File: src/rtl/chip_vector_tester_if.sv
// Bundle of the tester's control, vector-ROM and socket signals.
// The master side (bench/host) drives the start controls, supplies ROM data
// and reads back the socket pins. The slave side is the tester itself.
interface chip_vector_tester_if #(
    parameter int NUM_PINS    = 14,
    parameter int NUM_CHIPS   = 4,
    parameter int MAX_VECTORS = 16
);
    localparam int CHIP_W  = $clog2(NUM_CHIPS);
    localparam int VIDX_W  = $clog2(MAX_VECTORS);
    localparam int VLEN_W  = $clog2(MAX_VECTORS + 1);
    localparam int VADDR_W = CHIP_W + VIDX_W;

    logic                  Run;
    logic [CHIP_W:0]       Chip_Sel;
    logic [VLEN_W-1:0]     Vec_Len;
    logic                  Loop;
    logic                  Vec_Rd;
    logic [VADDR_W-1:0]    Vec_Addr;
    logic [3*NUM_PINS-1:0] Vec_Data;
    logic [NUM_PINS-1:0]   Pin_OE;
    logic [NUM_PINS-1:0]   Pin_Out;
    logic [NUM_PINS-1:0]   Pin_In;
    logic                  Busy;
    logic                  Done;
    logic                  Pass;
    logic [VIDX_W-1:0]     Fail_Vec;
    logic [NUM_PINS-1:0]   Fail_Pins;
    logic [15:0]           Pass_Count;

    modport master (
        output Run, Chip_Sel, Vec_Len, Loop, Vec_Data, Pin_In,
        input  Vec_Rd, Vec_Addr, Pin_OE, Pin_Out, Busy, Done, Pass,
               Fail_Vec, Fail_Pins, Pass_Count
    );

    modport slave (
        input  Run, Chip_Sel, Vec_Len, Loop, Vec_Data, Pin_In,
        output Vec_Rd, Vec_Addr, Pin_OE, Pin_Out, Busy, Done, Pass,
               Fail_Vec, Fail_Pins, Pass_Count
    );
endinterface

File: src/rtl/chip_vector_tester.sv
// Vector-driven DIP logic-chip tester: fetches {oe, drv, exp} vectors from a
// synchronous ROM, drives the socket, waits a settle time, then compares the
// synchronized pin readback against the expected levels on undriven pins.
// A one-cycle ARM state after Run gives the documented Run-to-CHECK latency.
module chip_vector_tester #(
    parameter int NUM_PINS      = 14,
    parameter int NUM_CHIPS     = 4,
    parameter int MAX_VECTORS   = 16,
    parameter int SETTLE_CYCLES = 1000,
    parameter int GND_PIN       = 6,
    parameter int VCC_PIN       = 13
) (
    input  logic                Clk,
    input  logic                Reset,
    chip_vector_tester_if.slave bus
);
    localparam int CHIP_W  = $clog2(NUM_CHIPS);
    localparam int VIDX_W  = $clog2(MAX_VECTORS);
    localparam int VLEN_W  = $clog2(MAX_VECTORS + 1);
    localparam int VADDR_W = CHIP_W + VIDX_W;
    localparam int CNT_W   = $clog2(SETTLE_CYCLES + 1);

    localparam logic [NUM_PINS-1:0] PWR_MASK   = NUM_PINS'((1 << GND_PIN) | (1 << VCC_PIN));
    localparam logic [CHIP_W:0]     CHIP_LIMIT = (CHIP_W + 1)'(NUM_CHIPS);
    localparam logic [CNT_W-1:0]    CNT_LAST   = CNT_W'(SETTLE_CYCLES - 1);

    typedef enum logic [2:0] {
        S_IDLE, S_ARM, S_CHECK, S_FETCH, S_LOAD, S_SETTLE, S_COMPARE, S_DONE
    } state_t;

    state_t              state_q, state_d;
    logic [CHIP_W:0]     chip_q, chip_d;
    logic [VLEN_W-1:0]   len_q, len_d;
    logic [VIDX_W-1:0]   idx_q, idx_d;
    logic [CNT_W-1:0]    cnt_q, cnt_d;
    logic [NUM_PINS-1:0] pin_oe_q, pin_oe_d;
    logic [NUM_PINS-1:0] pin_out_q, pin_out_d;
    logic [NUM_PINS-1:0] exp_q, exp_d;
    logic [NUM_PINS-1:0] sync1_q, sync1_d;
    logic [NUM_PINS-1:0] sync2_q, sync2_d;
    logic                done_q, done_d;
    logic                pass_q, pass_d;
    logic [VIDX_W-1:0]   fail_vec_q, fail_vec_d;
    logic [NUM_PINS-1:0] fail_pins_q, fail_pins_d;
    logic [15:0]         pass_count_q, pass_count_d;

    logic [NUM_PINS-1:0] miss;
    logic                last_vec;
    logic [15:0]         pass_count_inc;

    // Mismatches only on pins the tester is not driving; power pins never count.
    assign miss           = (sync2_q ^ exp_q) & ~pin_oe_q & ~PWR_MASK;
    assign last_vec       = (VLEN_W'(idx_q) + VLEN_W'(1)) >= len_q;
    assign pass_count_inc = (pass_count_q == 16'hFFFF) ? pass_count_q : pass_count_q + 16'd1;

    // Next-state and datapath updates for the test sequencer.
    always_comb begin
        state_d      = state_q;
        chip_d       = chip_q;
        len_d        = len_q;
        idx_d        = idx_q;
        cnt_d        = cnt_q;
        pin_oe_d     = pin_oe_q;
        pin_out_d    = pin_out_q;
        exp_d        = exp_q;
        sync1_d      = bus.Pin_In;
        sync2_d      = sync1_q;
        done_d       = done_q;
        pass_d       = pass_q;
        fail_vec_d   = fail_vec_q;
        fail_pins_d  = fail_pins_q;
        pass_count_d = pass_count_q;

        case (state_q)
            S_IDLE, S_DONE: begin
                if (bus.Run) begin
                    chip_d       = bus.Chip_Sel;
                    len_d        = bus.Vec_Len;
                    idx_d        = '0;
                    done_d       = 1'b0;
                    pass_d       = 1'b0;
                    fail_vec_d   = '0;
                    fail_pins_d  = '0;
                    pass_count_d = '0;
                    state_d      = S_ARM;
                end
            end
            S_ARM: state_d = S_CHECK;
            S_CHECK: begin
                if (chip_q >= CHIP_LIMIT || len_q == '0) begin
                    done_d      = 1'b1;
                    pass_d      = 1'b0;
                    fail_pins_d = '0;
                    pin_oe_d    = '0;
                    state_d     = S_DONE;
                end else begin
                    state_d = S_FETCH;
                end
            end
            S_FETCH: state_d = S_LOAD;
            S_LOAD: begin
                pin_oe_d  = bus.Vec_Data[3*NUM_PINS-1 -: NUM_PINS] & ~PWR_MASK;
                pin_out_d = bus.Vec_Data[2*NUM_PINS-1 -: NUM_PINS];
                exp_d     = bus.Vec_Data[NUM_PINS-1:0];
                cnt_d     = '0;
                state_d   = S_SETTLE;
            end
            S_SETTLE: begin
                if (cnt_q == CNT_LAST) begin
                    state_d = S_COMPARE;
                end else begin
                    cnt_d = cnt_q + CNT_W'(1);
                end
            end
            S_COMPARE: begin
                if (miss != '0) begin
                    fail_vec_d  = idx_q;
                    fail_pins_d = miss;
                    pass_d      = 1'b0;
                    done_d      = 1'b1;
                    pin_oe_d    = '0;
                    state_d     = S_DONE;
                end else if (!last_vec) begin
                    idx_d   = idx_q + VIDX_W'(1);
                    state_d = S_FETCH;
                end else begin
                    pass_count_d = pass_count_inc;
                    if (bus.Loop) begin
                        idx_d   = '0;
                        state_d = S_FETCH;
                    end else begin
                        pass_d   = 1'b1;
                        done_d   = 1'b1;
                        pin_oe_d = '0;
                        state_d  = S_DONE;
                    end
                end
            end
            default: state_d = S_IDLE;
        endcase
    end

    // State and datapath registers; reset tri-states the socket immediately.
    always_ff @(posedge Clk or negedge Reset) begin
        if (!Reset) begin
            state_q      <= S_IDLE;
            chip_q       <= '0;
            len_q        <= '0;
            idx_q        <= '0;
            cnt_q        <= '0;
            pin_oe_q     <= '0;
            pin_out_q    <= '0;
            exp_q        <= '0;
            sync1_q      <= '0;
            sync2_q      <= '0;
            done_q       <= 1'b0;
            pass_q       <= 1'b0;
            fail_vec_q   <= '0;
            fail_pins_q  <= '0;
            pass_count_q <= '0;
        end else begin
            state_q      <= state_d;
            chip_q       <= chip_d;
            len_q        <= len_d;
            idx_q        <= idx_d;
            cnt_q        <= cnt_d;
            pin_oe_q     <= pin_oe_d;
            pin_out_q    <= pin_out_d;
            exp_q        <= exp_d;
            sync1_q      <= sync1_d;
            sync2_q      <= sync2_d;
            done_q       <= done_d;
            pass_q       <= pass_d;
            fail_vec_q   <= fail_vec_d;
            fail_pins_q  <= fail_pins_d;
            pass_count_q <= pass_count_d;
        end
    end

    assign bus.Vec_Rd     = (state_q == S_FETCH);
    assign bus.Vec_Addr   = VADDR_W'(chip_q[CHIP_W-1:0]) * VADDR_W'(MAX_VECTORS) + VADDR_W'(idx_q);
    assign bus.Pin_OE     = pin_oe_q;
    assign bus.Pin_Out    = pin_out_q;
    assign bus.Busy       = (state_q != S_IDLE) && (state_q != S_DONE);
    assign bus.Done       = done_q;
    assign bus.Pass       = pass_q;
    assign bus.Fail_Vec   = fail_vec_q;
    assign bus.Fail_Pins  = fail_pins_q;
    assign bus.Pass_Count = pass_count_q;
endmodule

File: src/flat_wrapper.sv
// flat-port wrapper written by rule: the top's interface ports become plain ports
module chip_vector_tester_flat 
#(
    parameter int NUM_PINS      = 14,
    parameter int NUM_CHIPS     = 4,
    parameter int MAX_VECTORS   = 16,
    parameter int SETTLE_CYCLES = 1000,
    parameter int GND_PIN       = 6,
    parameter int VCC_PIN       = 13
)
  (Clk, Reset, bus_Run, bus_Chip_Sel, bus_Vec_Len, bus_Loop, bus_Vec_Data, bus_Pin_In, bus_Vec_Rd, bus_Vec_Addr, bus_Pin_OE, bus_Pin_Out, bus_Busy, bus_Done, bus_Pass, bus_Fail_Vec, bus_Fail_Pins, bus_Pass_Count);
  chip_vector_tester_if #(.NUM_PINS(NUM_PINS), .NUM_CHIPS(NUM_CHIPS), .MAX_VECTORS(MAX_VECTORS)) bus_i ();
  input  logic Clk;
  input  logic Reset;
  input wire logic [$bits(bus_i.Run)-1:0] bus_Run;
  input wire logic [$bits(bus_i.Chip_Sel)-1:0] bus_Chip_Sel;
  input wire logic [$bits(bus_i.Vec_Len)-1:0] bus_Vec_Len;
  input wire logic [$bits(bus_i.Loop)-1:0] bus_Loop;
  input wire logic [$bits(bus_i.Vec_Data)-1:0] bus_Vec_Data;
  input wire logic [$bits(bus_i.Pin_In)-1:0] bus_Pin_In;
  output wire logic [$bits(bus_i.Vec_Rd)-1:0] bus_Vec_Rd;
  output wire logic [$bits(bus_i.Vec_Addr)-1:0] bus_Vec_Addr;
  output wire logic [$bits(bus_i.Pin_OE)-1:0] bus_Pin_OE;
  output wire logic [$bits(bus_i.Pin_Out)-1:0] bus_Pin_Out;
  output wire logic [$bits(bus_i.Busy)-1:0] bus_Busy;
  output wire logic [$bits(bus_i.Done)-1:0] bus_Done;
  output wire logic [$bits(bus_i.Pass)-1:0] bus_Pass;
  output wire logic [$bits(bus_i.Fail_Vec)-1:0] bus_Fail_Vec;
  output wire logic [$bits(bus_i.Fail_Pins)-1:0] bus_Fail_Pins;
  output wire logic [$bits(bus_i.Pass_Count)-1:0] bus_Pass_Count;
  assign bus_i.Run = bus_Run;
  assign bus_i.Chip_Sel = bus_Chip_Sel;
  assign bus_i.Vec_Len = bus_Vec_Len;
  assign bus_i.Loop = bus_Loop;
  assign bus_i.Vec_Data = bus_Vec_Data;
  assign bus_i.Pin_In = bus_Pin_In;
  assign bus_Vec_Rd = bus_i.Vec_Rd;
  assign bus_Vec_Addr = bus_i.Vec_Addr;
  assign bus_Pin_OE = bus_i.Pin_OE;
  assign bus_Pin_Out = bus_i.Pin_Out;
  assign bus_Busy = bus_i.Busy;
  assign bus_Done = bus_i.Done;
  assign bus_Pass = bus_i.Pass;
  assign bus_Fail_Vec = bus_i.Fail_Vec;
  assign bus_Fail_Pins = bus_i.Fail_Pins;
  assign bus_Pass_Count = bus_i.Pass_Count;
  chip_vector_tester #(.NUM_PINS(NUM_PINS), .NUM_CHIPS(NUM_CHIPS), .MAX_VECTORS(MAX_VECTORS), .SETTLE_CYCLES(SETTLE_CYCLES), .GND_PIN(GND_PIN), .VCC_PIN(VCC_PIN)) u_core (.Clk(Clk), .Reset(Reset), .bus(bus_i));
endmodule
File: config.mk
export PLATFORM = sky130hd
export DESIGN_NAME = chip_vector_tester_flat
export DESIGN_NICKNAME = d
export VERILOG_FILES = /design/src/rtl/chip_vector_tester_if.sv /design/src/rtl/chip_vector_tester.sv /design/src/flat_wrapper.sv
export SDC_FILE = /design/constraint.sdc
export NUM_CORES = 1
export LEC_CHECK = 0
export ABC_CLOCK_PERIOD_IN_PS = 5600
export CORE_UTILIZATION = 52
export DETAILED_ROUTE_END_ITERATION = 16
export PLACE_DENSITY = 0.94
export SYNTH_ARGS = -nofsm -noshare
export SYNTH_HDL_FRONTEND = slang
export SYNTH_SLANG_ARGS = --single-unit
File: constraint.sdc
create_clock -name Clk -period 5.6 [get_ports Clk]
set_input_delay 1.12 -clock Clk [delete_from_list [all_inputs] [get_ports Clk]]
set_output_delay 1.12 -clock Clk [all_outputs]
set_load 0.05 [all_outputs]
; ---- Yosys cells after proc, flatten, opt, wreduce, memory -nomap -nowiden
; Index checks and enable logic that the tools add are counted.
[word_totals]
regBits = 128
output_inout_bits = 72
elab_cells = 104
[classes]
n_addsub = 5
magnitude_cmp = 2
eq_ne = 21
mux = 38
n_bitwise = 3
n_reduce_logical = 20
[ops]
columns = operator, count
row1 = 14-bit two-way mux, 6
row2 = 14-bit case mux with 3 select lines, 2
row3 = 16-bit two-way mux, 4
row4 = 16-bit case mux with 2 select lines, 1
row5 = 3-bit case mux with 7 select lines, 1
row6 = 4-bit two-way mux, 5
row7 = 10-bit case mux with 2 select lines, 1
row8 = 3-bit two-way mux, 6
row9 = 16-bit by 1-bit adder with 16-bit output (second input constant), 1
row10 = 16-bit == test (second input constant), 1
row11 = 4-bit case mux with 2 select lines, 2
row12 = 14-bit nonzero test, 1
row13 = 13-bit bitwise AND, 1
row14 = 13-bit NOT, 1
row15 = 13-bit XOR, 1
row16 = 3-bit == test (second input constant), 4
row17 = 4-bit AND reduction, 3
row18 = 10-bit by 1-bit adder with 10-bit output (second input constant), 1
row19 = 10-bit == test (second input constant), 1
row20 = 10-bit two-way mux, 1
row21 = 5-bit AND reduction, 2
row22 = 3-bit nonzero test, 3
row23 = 2-bit by 1-bit inequality test with 1-bit output (second input constant), 4
row24 = 2-bit inequality test (second input constant), 4
row25 = 20 further kinds, 32

; ---- Longest topological paths before layout
; Gate-level depths: netlist of the first run.
[logic_depth]
word_depth = 5
depth_mapped = 12
depth_no_buf = 10

; ---- Least setup slack after synthesis of the first run
; No wires, ideal clock.
[synth_timing]
path_type = reg2reg
startpoint = register u_core.idx_q[0]
endpoint = register u_core.pass_count_q[10] (netlist: u_core.bus.Pass_Count[10])
setup_time_ns = 0.078
t_arrival_ns = 2.683
slack_ns = 2.839
path_stages_with_launch = 12
period_less_slack_ns = 2.761
path_cell_list = dfrtp_1 -> ha_1 -> nand2b_1 -> nand2_1 -> ha_1 -> o211ai_1 -> o21ai_0 -> o21a_1 -> a31oi_2 -> buf_6 -> or4_1 -> a21oi_1
[synth_between]
elab_chain_len = 4
[synth_rtl]
columns = item, line_no
row1 = from (decl), chip_vector_tester.sv:34  ; logic [VIDX_W-1:0] idx_q, idx_d;
row2 = from (signal assigned), chip_vector_tester.sv:165  ; idx_q <= idx_d;
row3 = 4-bit by 1-bit adder with 5-bit output, chip_vector_tester.sv:53  ; assign last_vec = (VLEN_W'(idx_q) + VLEN_W'(1)) >= len_q;
row4 = 5-bit >= comparator, chip_vector_tester.sv:53
row5 = 2-bit by 1-bit inequality test with 1-bit output (no line), -
row6 = 5-bit AND reduction (no line), -
row7 = to (signal assigned), chip_vector_tester.sv:176  ; pass_count_q <= pass_count_d;
row8 = to (decl), chip_vector_tester.sv:45  ; logic [15:0] pass_count_q, pass_count_d;
; No other way between the ends.
; A chain may end at the register's enable or synchronous reset.

; ---- Final worst setup path of the first run
[layout_timing]
startpoint = register u_core.state_q[1]
endpoint = output port bus_Busy
[layout_between]
elab_chain_len = 2
[layout_rtl]
columns = item, line_no
row1 = from (decl), chip_vector_tester.sv:31  ; state_t state_q, state_d;
row2 = from (signal assigned), chip_vector_tester.sv:162  ; state_q <= state_d;
row3 = 3-bit inequality test or 3-bit nonzero test (tied branches), chip_vector_tester.sv:184  ; assign bus.Busy = (state_q != S_IDLE) && (state_q != S_DONE);
row4 = 1-bit logical AND (*), chip_vector_tester.sv:184
row5 = to (decl), flat_wrapper.sv:25  ; output wire logic [$bits(bus_i.Busy)-1:0] bus_Busy;
; Every way passes the cells marked *; elsewhere a longest branch is shown, timed or not.

==> results.yml, run 1 <==
status:
  status: "complete, no violations"
cts:
  cts_root_buf: "clkbuf_8"
  cts_sinks: 121
  hold_buffers: 0
  clockBufferDepth: 2
  clk_latency_ns: 0.51
  h-tree-depth: 4
  cts_setup_buffers: 0
  cts_buffers: 17
  ctsResizeCount: 0
  cts.clk_slew.worst_paths_ns: 0.06
  cts_tree: "done"
timing:
  skew_ns: 0.008259
  max_slew_margin_pct: 20.36
  fin_crit_sh_pct: 63.27
  hold_slack_ns: 0.3443
  period_needed_ns: 3.543
  max_freq_mhz: 282.2
  hold_viol: 0
  slew_violations: 0
  setup-violations-final: 0
  worst-slew-pin-transition_ns: 1.191
  rsz0062_at_grt: "no"
  tns_ns: 0
drt:
  viasPerCell: 5.754
  first_pass_iters: 5
  num_vias: 4183
  antenna_left: 0
  routed_wirelength_mm: 13.14
  wl_per_cell_um: 18.08
  drc: 0
  drtIter0Drc: 220
critical_path:
  worstSetupPathType: "flip-flop to primary output"
  cp-end-kind: "primary output"
  worstPathMaxFanout: 16
  cp.arrival_ns: 2.42
  critPathRequiredTime_ns: 4.48
  worstSetupStartpointType: "flip-flop"
global_route:
  grt_overflow_total: 0
  grt_pass1_wl_mm: 21.14
  first_global_vias: 4275
  grt_max_degree: 67
  antenna_found_initial: 0
  groute.usage.overall_pct: 27.19
placement:
  hpwl_mm: 8.513
  io_buffers: 129
  gp_congestion: 0.8308
final_layout:
  n_fill_cell: 621
  n_antenna_cell: 0
  areaGrowthSynthToFinish_pct: 37.76
  seq_area_um2: 3028
  final_common_cell: "clkdlybuf4s50_1"
  drive_gt1_share_pct: 12.29
  final_cell_mix: "clkdlybuf4s50_1 (128), dfrtp_1 (121), nand2_1 (43)"
  multi_input_comb_area_um2: 2023
  finalNetCount: 657
synthesis:
  netlist_instances: 453
  ys_seq_area_share_pct: 58.06
  ys_ff_latch: 121
  ys_top_cells_by_area: "dfrtp_1 (58%), mux2_2 (5.6%), a22o_1 (3.5%), nand2_1 (3.1%), xnor2_1 (2.4%)"
  synth.mux.area_fraction_pct: 5.806
  yosysWarningCount: 0
  synth_top_area_share_pct: 58.06
  avgSynthCellArea_um2: 11.51
  yosysTopAreaCell: "dfrtp_1"
  synth_top_family_by_area: "compound AO/OA/AOI/OAI gates"
  syn_area_um2: 5215
  yosys.area_share.adder_pct: 1.919
  ys_types: 47
  synth_xor_area_share_pct: 3.479
  synthSimpleGateAreaFrac_pct: 13.56
  synth_compound_area_share_pct: 13.65
power_and_ir_drop:
  leakage_nw: 3.010
  peakVddDrop_uv: 231.4
  powerDensity_nw_per_um2: 310.4
floorplan:
  core_area_um2: 9729
  initial_core_util_pct: 53.60
  die-area_um2: 10430
  io_pins: 140
  die_height_um: 102.1
  fp-row-count: 36
  die_w_um: 102.1
min_path:
  hp-class: "flip-flop to flip-flop"
run:
  maxCapViolations: 0
## per-layer routing
layer  global-route usage [%]  wire [µm]
met5                        0          0
met4                    12.64        390
met3                    5.609        781
met2                    46.36       6819
met1                    33.27       5149
## final timing paths
check                      slack [ns]                         to  cells after the start               start
min reg2reg                      0.34         u_core.sync2_q[12]                      0  u_core.sync1_q[12]
max                              2.06                   bus_Busy                      4   u_core.state_q[1]
min                              0.34         u_core.sync2_q[12]                      0  u_core.sync1_q[12]
max reg2reg                      2.56  u_core.bus.Pass_Count[12]                      9     u_core.idx_q[0]
min in group asynchronous        0.69          u_core.sync1_q[5]                      1               Reset
max in group asynchronous        3.68          u_core.sync2_q[8]                      2               Reset
## power breakdown
| group | switching, mW | internal, mW |
|---|---|---|
| clock network | 0.421 | 0.690 |
| logic | 0.110 | 0.0852 |
| registers | 0.0219 | 0.902 |
## through the flow
stage	worst slack [ns]	power, mW	utilization [%]	cell area [µm²]	cells
finish	2.057	2.230	73.84	7184	727
global route	1.983	2.297	73.84	7184	727
CTS	2.045	2.240	73.84	7184	727
detailed placement	2.011	1.132	67.61	6578	695
global placement	2.062	1.124	67.61	6578	695
floorplan	2.839	1.031	-	5226	456
## kinds of logic (layout without fill, tap and decap cells)
logic type	count (synthesis)	in the layout
compound gates	103	103
other cells	1	4
mux	27	27
fa+ha+maj	8	8
flops	121	121
simple gates	135	135
xor+xnor	19	19
buf+inv	39	177
## flip-flops by register name, summed over array words and instances, names as in the netlist, 4 cells and up
name	count
u_core.bus.Pin_OE	12
u_core.sync1_q	12
u_core.idx_q	4
u_core.cnt_q	10
u_core.bus.Fail_Vec	4
u_core.bus.Pass_Count	16
u_core.bus.Pin_Out	14
u_core.sync2_q	12
u_core.len_q	5
u_core.exp_q	12
u_core.bus.Fail_Pins	12
## critical path: stages (launching register included)
cell and delay, ns:
dfrtp_1 0.56, or3_1 0.42, o21ai_0 0.13, inv_1 0.07, clkdlybuf4s50_1 0.72
## cell type report
type                       instances  area share (%)
timing repair buffer             132           18.25
multi-input combinational        296           28.16
tap                              133           2.316
clock inverter                    14           2.630
inverter                          13          0.6792
sequential                       121           42.15
clock buffer                      18           5.817
## Yosys cell counts (all sizes together)
| master | n |
|---|---|
| or4 | 9 |
| a41o | 2 |
| nor3 | 4 |
| and2 | 2 |
| a31oi | 4 |
| and4 | 2 |
| inv | 13 |
| o21ai | 22 |
| a21oi | 21 |
| a211oi | 1 |
| o31ai | 10 |
| ha | 8 |
| or2 | 4 |
| dfrtp | 121 |
| nand2b | 7 |
| o21a | 4 |
| a31o | 1 |
| nand3b | 1 |
| xor2 | 3 |
| a22o | 21 |
| nand3 | 11 |
| a311oi | 1 |
| o32ai | 7 |
| o211ai | 2 |
| nor2 | 25 |
| a21o | 1 |
| xnor2 | 16 |
| nand4 | 5 |
| nor4 | 5 |
| nor3b | 1 |
| o22ai | 5 |
| mux2 | 26 |
| conb | 1 |
| or3 | 11 |
| nor4b | 1 |
| nand2 | 43 |
| buf | 12 |
| clkbuf | 14 |
| and3 | 4 |
| mux2i | 1 |
| o32a | 1 |
Power figures use the tool's default switching activity.
==> inputs of run 2 (changes only) <==
- ABC_CLOCK_PERIOD_IN_PS: 5600 -> 3400
- CORE_UTILIZATION: 52 -> 48
- PLACE_DENSITY: 0.94 -> 0.88
- clock period: 5.6 -> 3.4 ns (I/O delays scaled with it)
==> run 2 against run 1 <==
Compared with the run above:
- clock-buffer cell count stayed put
- routed wire length is 5.3% lower
- via count shrank 1.8%
- power up 61%
- sequential share of layout area decreased by 0.11 points
- combinational power is 65% higher
- clock skew grew 0.0033 ns
- setup slack got worse by 1.8 ns
==> results.yml, run 2 (synthesis results as in run 1) <==
timing:
  max_slew_margin_pct: 19.12
  hold_viol: 0
  period_needed_ns: 3.171
  setup-violations-final: 0
  slew_violations: 0
  worst-slew-pin-transition_ns: 1.209
  rsz0062_at_grt: "no"
  max_freq_mhz: 315.4
  skew_ns: 0.01153
  fin_crit_sh_pct: 93.26
  tns_ns: 0
power_and_ir_drop:
  leakage_nw: 3.033
  peakVddDrop_uv: 350.7
  powerDensity_nw_per_um2: 496.9
placement:
  dpl_cell_area_um2: 6626
  hpwl_mm: 8.484
  io_buffers: 129
  gp_congestion: 0.8210
drt:
  drtIter0Drc: 211
  first_pass_iters: 4
  routed_wirelength_mm: 12.45
  num_vias: 4108
  viasPerCell: 5.582
  wl_per_cell_um: 16.91
  drc: 0
  antenna_left: 0
final_layout:
  areaGrowthSynthToFinish_pct: 38.12
  seq_area_um2: 3028
  n_fill_cell: 725
  final_cell_mix: "clkdlybuf4s50_1 (128), dfrtp_1 (121), nand2_1 (43)"
  drive_gt1_share_pct: 13.33
  final_util_pct: 69.15
  n_antenna_cell: 0
  largest_reg_flops: 16
  final_common_cell: "clkdlybuf4s50_1"
  multi_input_comb_area_um2: 2023
  finalNetCount: 663
  fin_area_um2: 7203
critical_path:
  critPathRequiredTime_ns: 2.72
  worstSetupStartpointType: "flip-flop"
  rrSetupSlack_ns: 0.27
  worstPathMaxFanout: 14
  cp-end-kind: "primary output"
  worstSetupPathType: "flip-flop to primary output"
  cp.arrival_ns: 2.49
status:
  status: "complete, no violations"
cts:
  clk_latency_ns: 0.52
  cts.clk_slew.worst_paths_ns: 0.06
  clockBufferDepth: 2
  cts_buffers: 17
  h-tree-depth: 4
  cts_sinks: 121
  cts_tree: "done"
  cts_setup_buffers: 0
  hold_buffers: 0
  ctsResizeCount: 0
  cts_root_buf: "clkbuf_8"
min_path:
  hp-class: "primary input to asynchronous set/reset pin"
floorplan:
  die-area_um2: 11290
  die_w_um: 106.2
  die_height_um: 106.2
  fp-row-count: 37
  core_area_um2: 10420
  io_pins: 140
  initial_core_util_pct: 50.07
global_route:
  grt_max_degree: 69
  grt_overflow_total: 0
  antenna_found_initial: 0
  grt_pass1_wl_mm: 20.50
  first_global_vias: 4232
  groute.usage.overall_pct: 23.85
run:
  maxCapViolations: 0
## run 2: cell count changes in the layout (fill, tap and decap cells not counted)
cell / previous run / this run
buf_4: 4 / 10
bufinv_16: 3 / 1
clkbuf_1: 1 / 0
clkbuf_8: 1 / 2
clkinv_2: 0 / 1
clkinv_4: 4 / 1
clkinvlp_4: 2 / 1
inv_6: 3 / 6
inv_8: 2 / 4
## run 2: worst max-delay path, cell delays in order (launching register included)
cell	delay, ns
dfrtp_1	0.54
or3_1	0.44
o21ai_0	0.15
inv_1	0.12
clkdlybuf4s50_1	0.72
## run 2: cell type report
class                           count  share of cell area [%]
Tap cell                          136                   2.362
Timing Repair Buffer              138                   18.83
Clock buffer                       18                   5.941
Sequential cell                   121                   42.04
Multi-Input combinational cell    296                   28.09
Clock inverter                     14                   2.067
Inverter                           13                  0.6774
## run 2: worst paths after layout
| path | start | end | cells after the start |
|---|---|---|---|
| setup / recovery | u_core.state_q[2] | bus_Busy | 4 |
| hold / removal | Reset | u_core.sync1_q[11] | 1 |
| setup reg to reg | u_core.idx_q[0] | u_core.bus.Pass_Count[0] | 9 |
| hold reg to reg | u_core.sync1_q[0] | u_core.sync2_q[0] | 0 |
| max in group asynchronous | Reset | u_core.cnt_q[3] | 2 |
| min in group Clk | u_core.sync1_q[0] | u_core.sync2_q[0] | 0 |
## run 2: power breakdown
part / internal (mW) / switching (mW)
Clock: 1.02 / 0.717
Combinational: 0.142 / 0.179
Sequential: 1.49 / 0.0349
Total: 2.65 / 0.931
## run 2: per-layer routing
layer  track usage [%]  vias to the layer above  wire length (µm)
li1                  -                     1903                 -
met1             29.16                     2032              5069
met2             39.80                      154              6387
met3             7.174                       19               783
met4             8.929                        0               204
met5                 0                        -                 0
## run 2: per-stage QoR
stage,worst slack [ns],power (mW),hold WS [ns],cells
final,0.2291,3.579,0.2725,736
after global routing,0.005320,3.698,0.3254,736
after CTS,0.2086,3.607,0.2906,736
after detailed placement,0.3331,1.865,0.3347,704
after global placement,0.3877,1.854,0.3330,704
after floorplan,0.6386,1.699,0.3312,456
